$ cat src/rtl/buffer_pkg.sv
// ============================================================================
// Module   : buffer_pkg
// Purpose  : Mode encodings and window-address helper for window_line_buffer.
// Revision : 1.0
// ============================================================================
`default_nettype none

package buffer_pkg;

   localparam logic MODE_ADDR   = 1'b0;
   localparam logic MODE_WINDOW = 1'b1;

   // Age offset 0 is the newest stored sample, which sits just behind wr_ptr.
   function automatic logic [31:0] window_addr(input logic [31:0] wr_ptr,
                                               input logic [31:0] offset,
                                               input logic [31:0] depth);
      return (wr_ptr - 32'd1 - offset) & (depth - 32'd1);
   endfunction

endpackage

`default_nettype wire

$ cat src/rtl/buffer_read_port.sv
// ============================================================================
// Module   : buffer_read_port
// Purpose  : One registered read port: address select, valid compare and
//            optional same-cycle write bypass (BUFFER_BYPASS_EN).
// Revision : 1.0
// ============================================================================
`default_nettype none

module buffer_read_port
   import buffer_pkg::*;
#(
   parameter int DataWidth = 8,
   parameter int Depth     = 16,
   parameter int AddrWidth = 4
) (
   input  logic                 clk,
   input  logic                 aclr_n,
   input  logic                 mode_i,
   input  logic [AddrWidth-1:0] r_addr_i,
   input  logic [AddrWidth-1:0] wr_ptr_i,
   input  logic [AddrWidth:0]   count_i,
   input  logic                 accept_i,
   input  logic [DataWidth-1:0] data_in_i,
   output logic [AddrWidth-1:0] mem_addr_o,
   input  logic [DataWidth-1:0] mem_data_i,
   output logic [DataWidth-1:0] data_o,
   output logic                 valid_o
);

   logic [DataWidth-1:0] data_d;
   logic [DataWidth-1:0] data_q;
   logic                 valid_d;
   logic                 valid_q;

   always_comb begin
      mem_addr_o = r_addr_i;
      if (mode_i == MODE_WINDOW) begin
         mem_addr_o = AddrWidth'(window_addr(32'(wr_ptr_i), 32'(r_addr_i), 32'(Depth)));
      end
   end

`ifdef BUFFER_BYPASS_EN
   always_comb begin
      data_d  = mem_data_i;
      valid_d = ({1'b0, r_addr_i} < count_i);
      if ((mode_i == MODE_ADDR) && accept_i && (mem_addr_o == wr_ptr_i)) begin
         data_d  = data_in_i;
         valid_d = 1'b1;
      end
   end
`else
   logic bypass_unused;
   assign bypass_unused = accept_i ^ (^data_in_i);

   always_comb begin
      data_d  = mem_data_i;
      valid_d = ({1'b0, r_addr_i} < count_i);
   end
`endif

   always_ff @(posedge clk or negedge aclr_n) begin
      if (!aclr_n) begin
         data_q  <= '0;
         valid_q <= 1'b0;
      end else begin
         data_q  <= data_d;
         valid_q <= valid_d;
      end
   end

   assign data_o  = data_q;
   assign valid_o = valid_q;

endmodule

`default_nettype wire

$ cat src/rtl/window_line_buffer.sv
// ============================================================================
// Module   : window_line_buffer
// Purpose  : Circular sample buffer, addressed or sliding-window mode, with
//            NumPorts registered read ports. Option macro: BUFFER_BYPASS_EN.
// Revision : 1.0
// ============================================================================
`default_nettype none

module window_line_buffer
   import buffer_pkg::*;
#(
   parameter int DataWidth = 8,
   parameter int Depth     = 16,
   parameter int AddrWidth = 4,
   parameter int NumPorts  = 3
) (
   input  logic                           clk,
   input  logic                           aclr_n,
   input  logic                           flush,
   input  logic                           Mode,
   input  logic                           in_valid,
   output logic                           in_ready,
   input  logic [DataWidth-1:0]           DataIn,
   input  logic [NumPorts*AddrWidth-1:0]  R_Addr,
   output logic [NumPorts*DataWidth-1:0]  DataOut,
   output logic [NumPorts-1:0]            out_valid,
   output logic [AddrWidth:0]             Count,
   output logic                           Full
);

   localparam logic [AddrWidth:0] DEPTH_COUNT = (AddrWidth+1)'(Depth);

   logic [DataWidth-1:0] mem_q [Depth];
   logic [AddrWidth-1:0] wr_ptr_d;
   logic [AddrWidth-1:0] wr_ptr_q;
   logic [AddrWidth:0]   count_d;
   logic [AddrWidth:0]   count_q;
   logic                 accept;

   assign Full     = (count_q == DEPTH_COUNT);
   assign Count    = count_q;
   assign in_ready = !flush && (Mode || !Full);
   assign accept   = in_valid && in_ready;

   always_comb begin
      wr_ptr_d = wr_ptr_q;
      count_d  = count_q;
      if (flush) begin
         wr_ptr_d = '0;
         count_d  = '0;
      end else if (accept) begin
         wr_ptr_d = wr_ptr_q + 1'b1;
         if (!Full) begin
            count_d = count_q + 1'b1;
         end
      end
   end

   always_ff @(posedge clk or negedge aclr_n) begin
      if (!aclr_n) begin
         wr_ptr_q <= '0;
         count_q  <= '0;
      end else begin
         wr_ptr_q <= wr_ptr_d;
         count_q  <= count_d;
      end
   end

   // Storage is deliberately unreset; out_valid keeps stale words from escaping.
   always_ff @(posedge clk) begin
      if (accept) begin
         mem_q[wr_ptr_q] <= DataIn;
      end
   end

   generate
      for (genvar k = 0; k < NumPorts; k++) begin : g_port
         logic [AddrWidth-1:0] mem_addr;

         buffer_read_port #(
            .DataWidth (DataWidth),
            .Depth     (Depth),
            .AddrWidth (AddrWidth)
         ) u_port (
            .clk        (clk),
            .aclr_n     (aclr_n),
            .mode_i     (Mode),
            .r_addr_i   (R_Addr[k*AddrWidth +: AddrWidth]),
            .wr_ptr_i   (wr_ptr_q),
            .count_i    (count_q),
            .accept_i   (accept),
            .data_in_i  (DataIn),
            .mem_addr_o (mem_addr),
            .mem_data_i (mem_q[mem_addr]),
            .data_o     (DataOut[k*DataWidth +: DataWidth]),
            .valid_o    (out_valid[k])
         );
      end
   endgenerate

endmodule

`default_nettype wire

$ cat config.mk
export PLATFORM = sky130hd
export DESIGN_NAME = window_line_buffer
export DESIGN_NICKNAME = d
export VERILOG_FILES = /design/src/rtl/buffer_pkg.sv /design/src/rtl/buffer_read_port.sv /design/src/rtl/window_line_buffer.sv
export SDC_FILE = /design/constraint.sdc
export NUM_CORES = 1
export LEC_CHECK = 0
export ABC_AREA = 1
export BUFFER_PORTS_ARGS = -buffer_cell sky130_fd_sc_hd__buf_2
export CAP_MARGIN = 20
export CORE_MARGIN = 2
export CORE_UTILIZATION = 55
export CTS_CLUSTER_DIAMETER = 200
export DETAILED_ROUTE_END_ITERATION = 10
export MAX_ROUTING_LAYER = met4
export PLACE_DENSITY_LB_ADDON = 0.05
export SYNTH_ARGS = -nofsm -noshare
export SYNTH_HDL_FRONTEND = slang
export SYNTH_SLANG_ARGS = --single-unit
$ cat constraint.sdc
create_clock -name clk -period 2.3 [get_ports clk]
set_clock_uncertainty 0.15 [all_clocks]
set_input_delay 0 -clock clk [delete_from_list [all_inputs] [get_ports clk]]
set_output_delay 0 -clock clk [all_outputs]
set_load 0.1 [all_outputs]
; Word level (Yosys, flattened, before mapping)
; Memory sizes are Yosys's and may differ from the RTL's. A register that Yosys moved wholly into a read port is not among the register bits.
; Index checks and enable logic that the tools add are counted.
[classes]
n_eq_ne = 2
add_sub_neg = 6
n_reduce_logical = 10
mux = 10
magnitude_cmp = 3
[op_table]
columns = cell, count
row1 = $mux 4, 5
row2 = $lt 4x5->1, 3
row3 = $mux 5, 3
row4 = $sub 4x4->4, 3
row5 = $add 5x1->5 const B, 1
row6 = $eq 5x5->1 const B, 1
row7 = $logic_not 1->1, 5
row8 = $add 4x1->4 const B, 1
row9 = $sub 4x1->4 const B, 1
row10 = $logic_and 1x1->1, 2
row11 = $mux 1, 2
row12 = $ne 2x2->1 const B, 1
row13 = $reduce_and 2->1, 1
row14 = $reduce_bool 2->1, 1
row15 = $logic_or 1x1->1, 1
[word_totals]
elab_cells = 37
ram_bits = 128
reg_bits = 12
out_inout_bits = 34
n_memories = 1
input_bits = 25
[mem_list]
columns = memory, depth, width, read_ports, rd_ports_with_merged_regs, write_ports, line
row1 = mem_q, 16, 8, 3, 3, 1, window_line_buffer.sv:33  ; logic [DataWidth-1:0] mem_q [Depth];

; Longest topological paths before layout
; Gate-level depths: netlist (run 1).
[depth]
depth_word = 7
mapped_depth = 14
mapped_depth_nobuf = 14

; By module
; From an unflattened synthesis (run 1), not the netlist that was laid out.
[unflattened]
hier_cells = 1328
area_unflattened_um2 = 10122.2
[by_module_without_submodules]
columns = module, seq_area_each_um2, instances, area_per_inst_um2, cells_each
row1 = window_line_buffer, 4068.9, 1, 8692.1, 1178
row2 = buffer_read_port, 225.2, 3, 476.7, 50

; Worst setup path before layout (run 1)
; No wires, ideal clock.
[synth_path]
path_type = flip-flop to flip-flop
from = register count_q[1], in the netlist Count[1]
to = memory mem_q[12][0], enable pin
path_slack_ns = -1.998
path_stages_with_launch = 11
setup_ns = 0.383
synth_period_minus_slack_ns = 4.298
t_required_ns = 1.767
arrival_ns = 3.765
n_path_buf = 1
path_cell_list = dfrtp_1 inv_1 ha_1 nand2_1 nor2_1 nand2_1 nand2_1 inv_1 nand2_1 buf_2 nor3_1
[synth_between]
elab_chain_len = 7
[synth_rtl]
columns = element, line
row1 = from (decl), window_line_buffer.sv:37  ; logic [AddrWidth:0] count_q;
row2 = from (signal assigned), window_line_buffer.sv:65  ; count_q <= count_d;
row3 = $eq 5x5->1, window_line_buffer.sv:40  ; assign Full = (count_q == DEPTH_COUNT);
row4 = named net Full, window_line_buffer.sv:28  ; output logic Full
row5 = $logic_not 1->1, --
row6 = $logic_or 1x1->1, window_line_buffer.sv:42  ; assign in_ready = !flush && (Mode || !Full);
row7 = $logic_and 1x1->1, window_line_buffer.sv:42
row8 = named net in_ready, window_line_buffer.sv:22  ; output logic in_ready,
row9 = $logic_and 1x1->1, window_line_buffer.sv:43  ; assign accept = in_valid && in_ready;
row10 = $mux 1, window_line_buffer.sv:71  ; if (accept) begin
row11 = $mux 1 (implied by the code), window_line_buffer.sv:72  ; mem_q[wr_ptr_q] <= DataIn;
row12 = to (decl), window_line_buffer.sv:33
; The timed path passes the listed nets, and every way through them passes these cells.

; Worst setup path after layout (run 1)
[layout_path]
from = register wr_ptr_q[0]
to = register g_port[2].u_port.data_q[0], read port of mem_q
[layout_between]
elab_chain_len = 3
[layout_rtl]
columns = element, line
row1 = from (decl), window_line_buffer.sv:35  ; logic [AddrWidth-1:0] wr_ptr_q;
row2 = from (signal assigned), window_line_buffer.sv:64  ; wr_ptr_q <= wr_ptr_d;
row3 = $sub 4x1->4, buffer_pkg.sv:17  ; return (wr_ptr - 32'd1 - offset) & (depth - 32'd1);
row4 = $sub 4x4->4, buffer_pkg.sv:17
row5 = $mux 4, buffer_read_port.sv:37  ; if (mode_i == MODE_WINDOW) begin
row6 = to (decl), buffer_read_port.sv:31  ; logic [DataWidth-1:0] data_q;
; No other way between the ends.
; A chain may end at the register's enable or synchronous reset.

==> results of run 1 <==
==> layer usage <==
metal,global-route usage,vias to the layer above,routed length [µm]
met1,0.515,4900,14800
met2,0.528,754,15800
li1,-,4985,-
met4,0.147,0,1570
met3,0.0934,127,4520
met5,-,-,0
==> cells in the final DEF (no fill, tap or decap), types with 4 or more instances in the layout <==
cell,n
inv_6,5
o21ai_0,6
edfxtp_1,128
nand2_1,580
inv_4,6
buf_12,28
inv_1,160
dlygate4sd3_1,21
nor2_1,13
nand2_2,47
dfrtp_4,4
ha_1,20
buf_6,6
a211oi_1,4
a21oi_1,9
inv_2,6
nand2_4,7
clkbuf_16,19
nand3_1,294
nand3_2,32
dfrtp_1,30
buf_2,58
ha_4,5
buf_4,50
nor3_4,16
==> synth_stat cells (4+ instances only) <==
| library cell | number | area share |
|---|---|---|
| a211oi_1 | 4 | 0.0028 |
| dfrtp_1 | 36 | 0.083 |
| nand3_1 | 327 | 0.15 |
| a21oi_1 | 9 | 0.0042 |
| buf_4 | 23 | 0.016 |
| o21ai_0 | 6 | 0.0028 |
| buf_2 | 49 | 0.023 |
| nand2_4 | 6 | 0.0062 |
| nor2_1 | 14 | 0.0049 |
| nand2_2 | 10 | 0.0058 |
| ha_1 | 25 | 0.029 |
| edfxtp_1 | 128 | 0.35 |
| xor2_1 | 4 | 0.0032 |
| inv_1 | 166 | 0.058 |
| nand2_1 | 619 | 0.21 |
| inv_2 | 6 | 0.0021 |
| nor3_1 | 19 | 0.0088 |
==> worst reg2reg max path: cells and delay by family (launching register included) <==
kind                     cells  cell delay [ps]
adder cells (fa/ha/maj)      2              720
AND/OR/NAND/NOR              7              600
flip-flops                   1              450
buffers and inverters        2              360
AO/OA/AOI/OAI                1              110
==> layout make-up <==
cell class                      count  area [µm²]  share of cell area
Inverter                          173         666              0.0495
Clock inverter                     10        80.1             0.00596
Timing Repair Buffer              165        1560               0.116
Multi-Input combinational cell   1068        5530               0.412
Sequential cell                   164        4760               0.354
Tap cell                          265         332              0.0247
Clock buffer                       22         507              0.0377
==> worst paths after layout <==
check	slack, ps	to	cells past startpoint
worst max-delay path	-180	g_port[2].u_port.data_o[0]	12
min in group asynchronous	80	g_port[2].u_port.data_o[5]	2
worst min register to register	560	wr_ptr_q[0]	2
worst min-delay path	20	g_port[1].u_port.valid_o	5
max in group asynchronous	1210	Count[3]	2
worst max register to register	-180	g_port[2].u_port.data_o[0]	12
==> power breakdown <==
group          internal, W  switching (W)
registers          0.00340       0.000113
clock network      0.00159        0.00126
logic              0.00134        0.00357
==> what timing repair did <==
item,in CTS,in global routing
endpoints found under the hold margin,198,0
gates resized for setup,80,22
hold buffers,21,0
setup buffers,5,4
cloned,3,0
pin swaps,21,13
setup endpoints to repair,144,56
==> flip-flops by register name, indices dropped and copies added (netlist names) <==
name and cells:
g_port.u_port.valid_o 3, wr_ptr_q 4, Count 5, g_port.u_port.data_o 24, mem_q 128
==> stage by stage <==
step | instance area (µm²) | cells | utilization | total power (W) | TNS, ps
after global routing | 13400 | 1867 | 0.693 | 0.0117 | -5580
final | 13400 | 1867 | 0.693 | 0.0113 | -3390
after floorplan | 11100 | 1482 | - | 0.00675 | -96350
after detailed placement | 12000 | 1804 | 0.621 | 0.00809 | -16000
after global placement | 12000 | 1804 | 0.621 | 0.00807 | -12880
after CTS | 13300 | 1865 | 0.686 | 0.0112 | -3020
==> logic make-up (layout without fill, tap and decap cells) <==
kind of cell | Yosys count | count (layout) | synth area share
XOR/XNOR | 4 | 4 | 0.00323
adder cells (fa/ha/maj) | 28 | 28 | 0.0344
AO/OA/AOI/OAI | 27 | 27 | 0.0191
flip-flops | 164 | 164 | 0.438
AND/OR/NAND/NOR | 1009 | 1009 | 0.401
buffers and inverters | 250 | 370 | 0.104
==> reports/metrics.csv, run 1 <==
metric,value,unit
Initial Util,0.558,
RSZ-0062 raised after global routing,yes,
I/O pin count,59,
Global Route Usage Sum,0.373,
largest net degree at the start of global routing,37,
DP HPWL,25.1,mm
outcome,finished with violations,
crit-path max FO,32,
post-route ant nets,0,
cells after synthesis,1482,
first-pass GRT wire length,55.6,mm
DR iter-0 viols,1439,
clk_lat worst skew,440,ps
Post-synth EDFFs,128,
PwrDens,839,nW/µm²
ANT cells,0,
DIE WIDTH,144,µm
deepest clock path buffer count,2,
Setup CP Type,reg -> reg,
"Async S/R FF share, synth",0.220,
Max-Cap Viols,0,
Final setup viols,24,
initial antenna violation count,0,
worst hold path class,in -> reg,
vias,10800,
max incr delay on CP,500,ps
clk sinks,164,
fillcell total,1646,
VDD IR max,0.564,mV
Core Area,19400,µm²
root buffer cell,clkbuf_16,
Leakage,6.63,nW
CP startpoint,wr_ptr_q[0],
routability cong.,1.03,
Vias/cell,5.77,
endpoint type of the worst setup path,register,
Hold Startpoint,R_Addr[5],
floorplan row count,51,
setup ws final,-177,ps
die area,20800,µm²
Detailed Routing Iterations Pass 1,7,
WP data arrival,2690,ps
Routed WL per cell,19.7,µm
most used cell along the critical path,nand2_1,
Fmax,0.404,GHz
reg2reg start,wr_ptr_q[0],
worst hold margin,21.9,ps
pre-CTS setup slack,-265,ps
failing checks,negative setup slack,
worst path bufs/invs,2,
H-tree Lvls,4,
grt ovf,0,
clock-pin slew on the worst setup and hold paths,70,ps
max-slew violations,0,
CP Launch Type,register,
"Seq/Total Area, Yosys",0.438,
CTS Buf Count,17,
Crit path max-delay family,adder cells,
CP cell instances,inv_4 > ha_4 > fa_1 > nand2_2 > o21ai_4 > buf_12 > nand3_1 > nand2_2 > nand2_1 > nand2_1 > nand2_1 > nand2_1,
Worst slew margin,0.375,
Worst Tran Pin Value,938,ps
min Tclk post-route,2480,ps
vias in the first global route,9736,
# nets final,1642,
syn_nets,1535,
Avg Inst Size Synth,7.31,µm²
period utilisation layout,1.08,
"Primary FF master, synth",edfxtp_1,
Slowest cell on crit path,fa_1,
Cell variety after synth,33,
total wire length,36.7,mm
port bufs,58,
Synthesis Warnings,0,
Yosys reg bits,164,
"Req. time, crit path",2520,ps
Final Hold Vio Count,0,
die extent in y,144,µm
# DRC,0,
CTS tree,built,
mapped cell area,10800,µm²
layout cell share with drive strength beyond 1,0.198,
Layout area overhead,24.0,%
Note: power is estimated with default switching activity, not from simulation.
==> run 2: changes to the inputs <==
clock period = 3.12 ns   (was 2.3 ns; I/O delays follow)
==> reports/metrics.csv, run 2 (synthesized netlist as in run 1, its figures left out) <==
metric,value,unit
clock-pin slew on the worst setup and hold paths,80,ps
Post-CTS Resized,0,
period utilisation layout,0.923,
"commonest non-fill, non-tap cell in the layout",nand2_1,
Worst Tran Pin Value,1010,ps
ANT cells,0,
CTS Buf Count,17,
Worst slew margin,0.321,
outcome,completed,
layout cell share with drive strength beyond 1,0.129,
# nets final,1610,
initial antenna violation count,0,
Max-Cap Viols,0,
root buffer cell,clkbuf_16,
CTS tree,built,
H-tree Lvls,4,
PwrDens,648,nW/µm²
Detailed Routing Iterations Pass 1,6,
Reg area,4760,µm²
Final Hold Vio Count,0,
deepest clock path buffer count,2,
clk sinks,164,
Final setup viols,0,
Post-DP Area,11600,µm²
post-route ant nets,0,
DP HPWL,25.4,mm
total wire length,38.3,mm
grt ovf,0,
"Req. time, crit path",3350,ps
design area,12400,µm²
die extent in y,144,µm
crit-path max FO,16,
worst hold path class,in -> async,
reg2reg start,wr_ptr_q[1],
# DRC,0,
area occupied by multi-input gates,5060,µm²
VDD IR max,0.370,mV
min Tclk post-route,2880,ps
die area,20800,µm²
worst hold margin,98.8,ps
vias,10700,
fillcell total,1807,
Core Area,19400,µm²
Vias/cell,5.82,
Reg2Reg Capture Point,g_port[2].u_port.data_o[6],
DIE WIDTH,144,µm
RSZ-0062 raised after global routing,no,
floorplan row count,51,
clk_lat worst skew,450,ps
most flop-heavy register,mem_q,
endpoint type of the worst setup path,register,
largest net degree at the start of global routing,37,
Setup CP Type,reg -> reg,
Largest register FFs,128,
port bufs,58,
setup_tns,0,ps
WP data arrival,3110,ps
max-slew violations,0,
Fmax,0.347,GHz
vias in the first global route,9913,
Leakage,6.17,nW
I/O pin count,59,
CP Launch Type,register,
DR iter-0 viols,1366,
Routed WL per cell,20.8,µm
Initial Util,0.558,
Global Route Usage Sum,0.388,
"commonest cells after routing, fill and taps aside","nand2_1, nand3_1, inv_1",
r2r worst-path depth,13,
first-pass GRT wire length,57.5,mm
flop2flop setup slack,240,ps
Layout area overhead,14.4,%
routability cong.,0.969,
-- run 2: cell count changes in the layout (fill, tap and decap cells not counted), sizes merged --
| cell | delta |
|---|---|
| buf | -33 |
| clkbuf | -5 |
| clkinv | +3 |
| inv | +3 |
| clkinvlp | -1 |
| dlygate4sd3 | +1 |
-- run 2: metrics by stage --
stage	instances	util	total power (W)	setup WS (ps)
after floorplan	1482	-	0.00494	15.0
after global placement	1781	0.596	0.00580	362
after detailed placement	1781	0.596	0.00581	326
after CTS	1835	0.639	0.00799	316
after global routing	1835	0.639	0.00833	69.0
final	1835	0.639	0.00803	241
-- run 2: cell type report --
class	instances	share of cell area
clock buffer	17	0.0343
clock inverter	15	0.0148
inverter	173	0.0527
multi-input combinational	1068	0.408
sequential	164	0.384
tap	265	0.0268
timing repair buffer	133	0.0794
-- run 2: worst max path at each step --
| stage | cells after the start | end | start |
|---|---|---|---|
| 2_1_floorplan | 10 | mem_q[11][0] | Count[0] |
| 3_3_place_gp | 13 | g_port[2].u_port.data_o[0] | wr_ptr_q[1] |
| 3_5_place_dp | 13 | g_port[2].u_port.data_o[0] | wr_ptr_q[1] |
| 4_1_cts | 13 | g_port[2].u_port.data_o[0] | wr_ptr_q[1] |
| 5_1_grt | 13 | g_port[2].u_port.data_o[6] | wr_ptr_q[1] |
| 6_report | 13 | g_port[2].u_port.data_o[6] | wr_ptr_q[1] |
-- run 2: timing repair --
action	CTS	global route
hold buffers	22	0
buffers inserted	0	0
hold endpoints to repair	208	0
setup endpoints to repair	0	0
-- run 2: metal layers --
metal / part of all wire / global-route usage / up-vias
li1: - / - / 4923
met1: 0.39 / 0.514 / 4900
met2: 0.44 / 0.567 / 713
met3: 0.12 / 0.0838 / 139
met4: 0.050 / 0.191 / 0
met5: 0 / - / -
-- run 2: power breakdown --
group          internal, W  total, W  leakage, nW  switching, W
clock network      0.00109   0.00219        0.296       0.00109
logic             0.000751   0.00327         4.27       0.00251
registers          0.00250   0.00258         1.60     0.0000800
-- run 2: critical path, cell delays in order, from the launching register on --
cell     delay [ps]
dfrtp_1         410
inv_1           110
ha_1            400
fa_1            480
nand2_1         120
o21ai_4          80
inv_2           210
buf_12          200
nand3_1         170
nand2_1         150
nand2_1          70
nand2_1         100
nand2_1          60
nand2_1          60
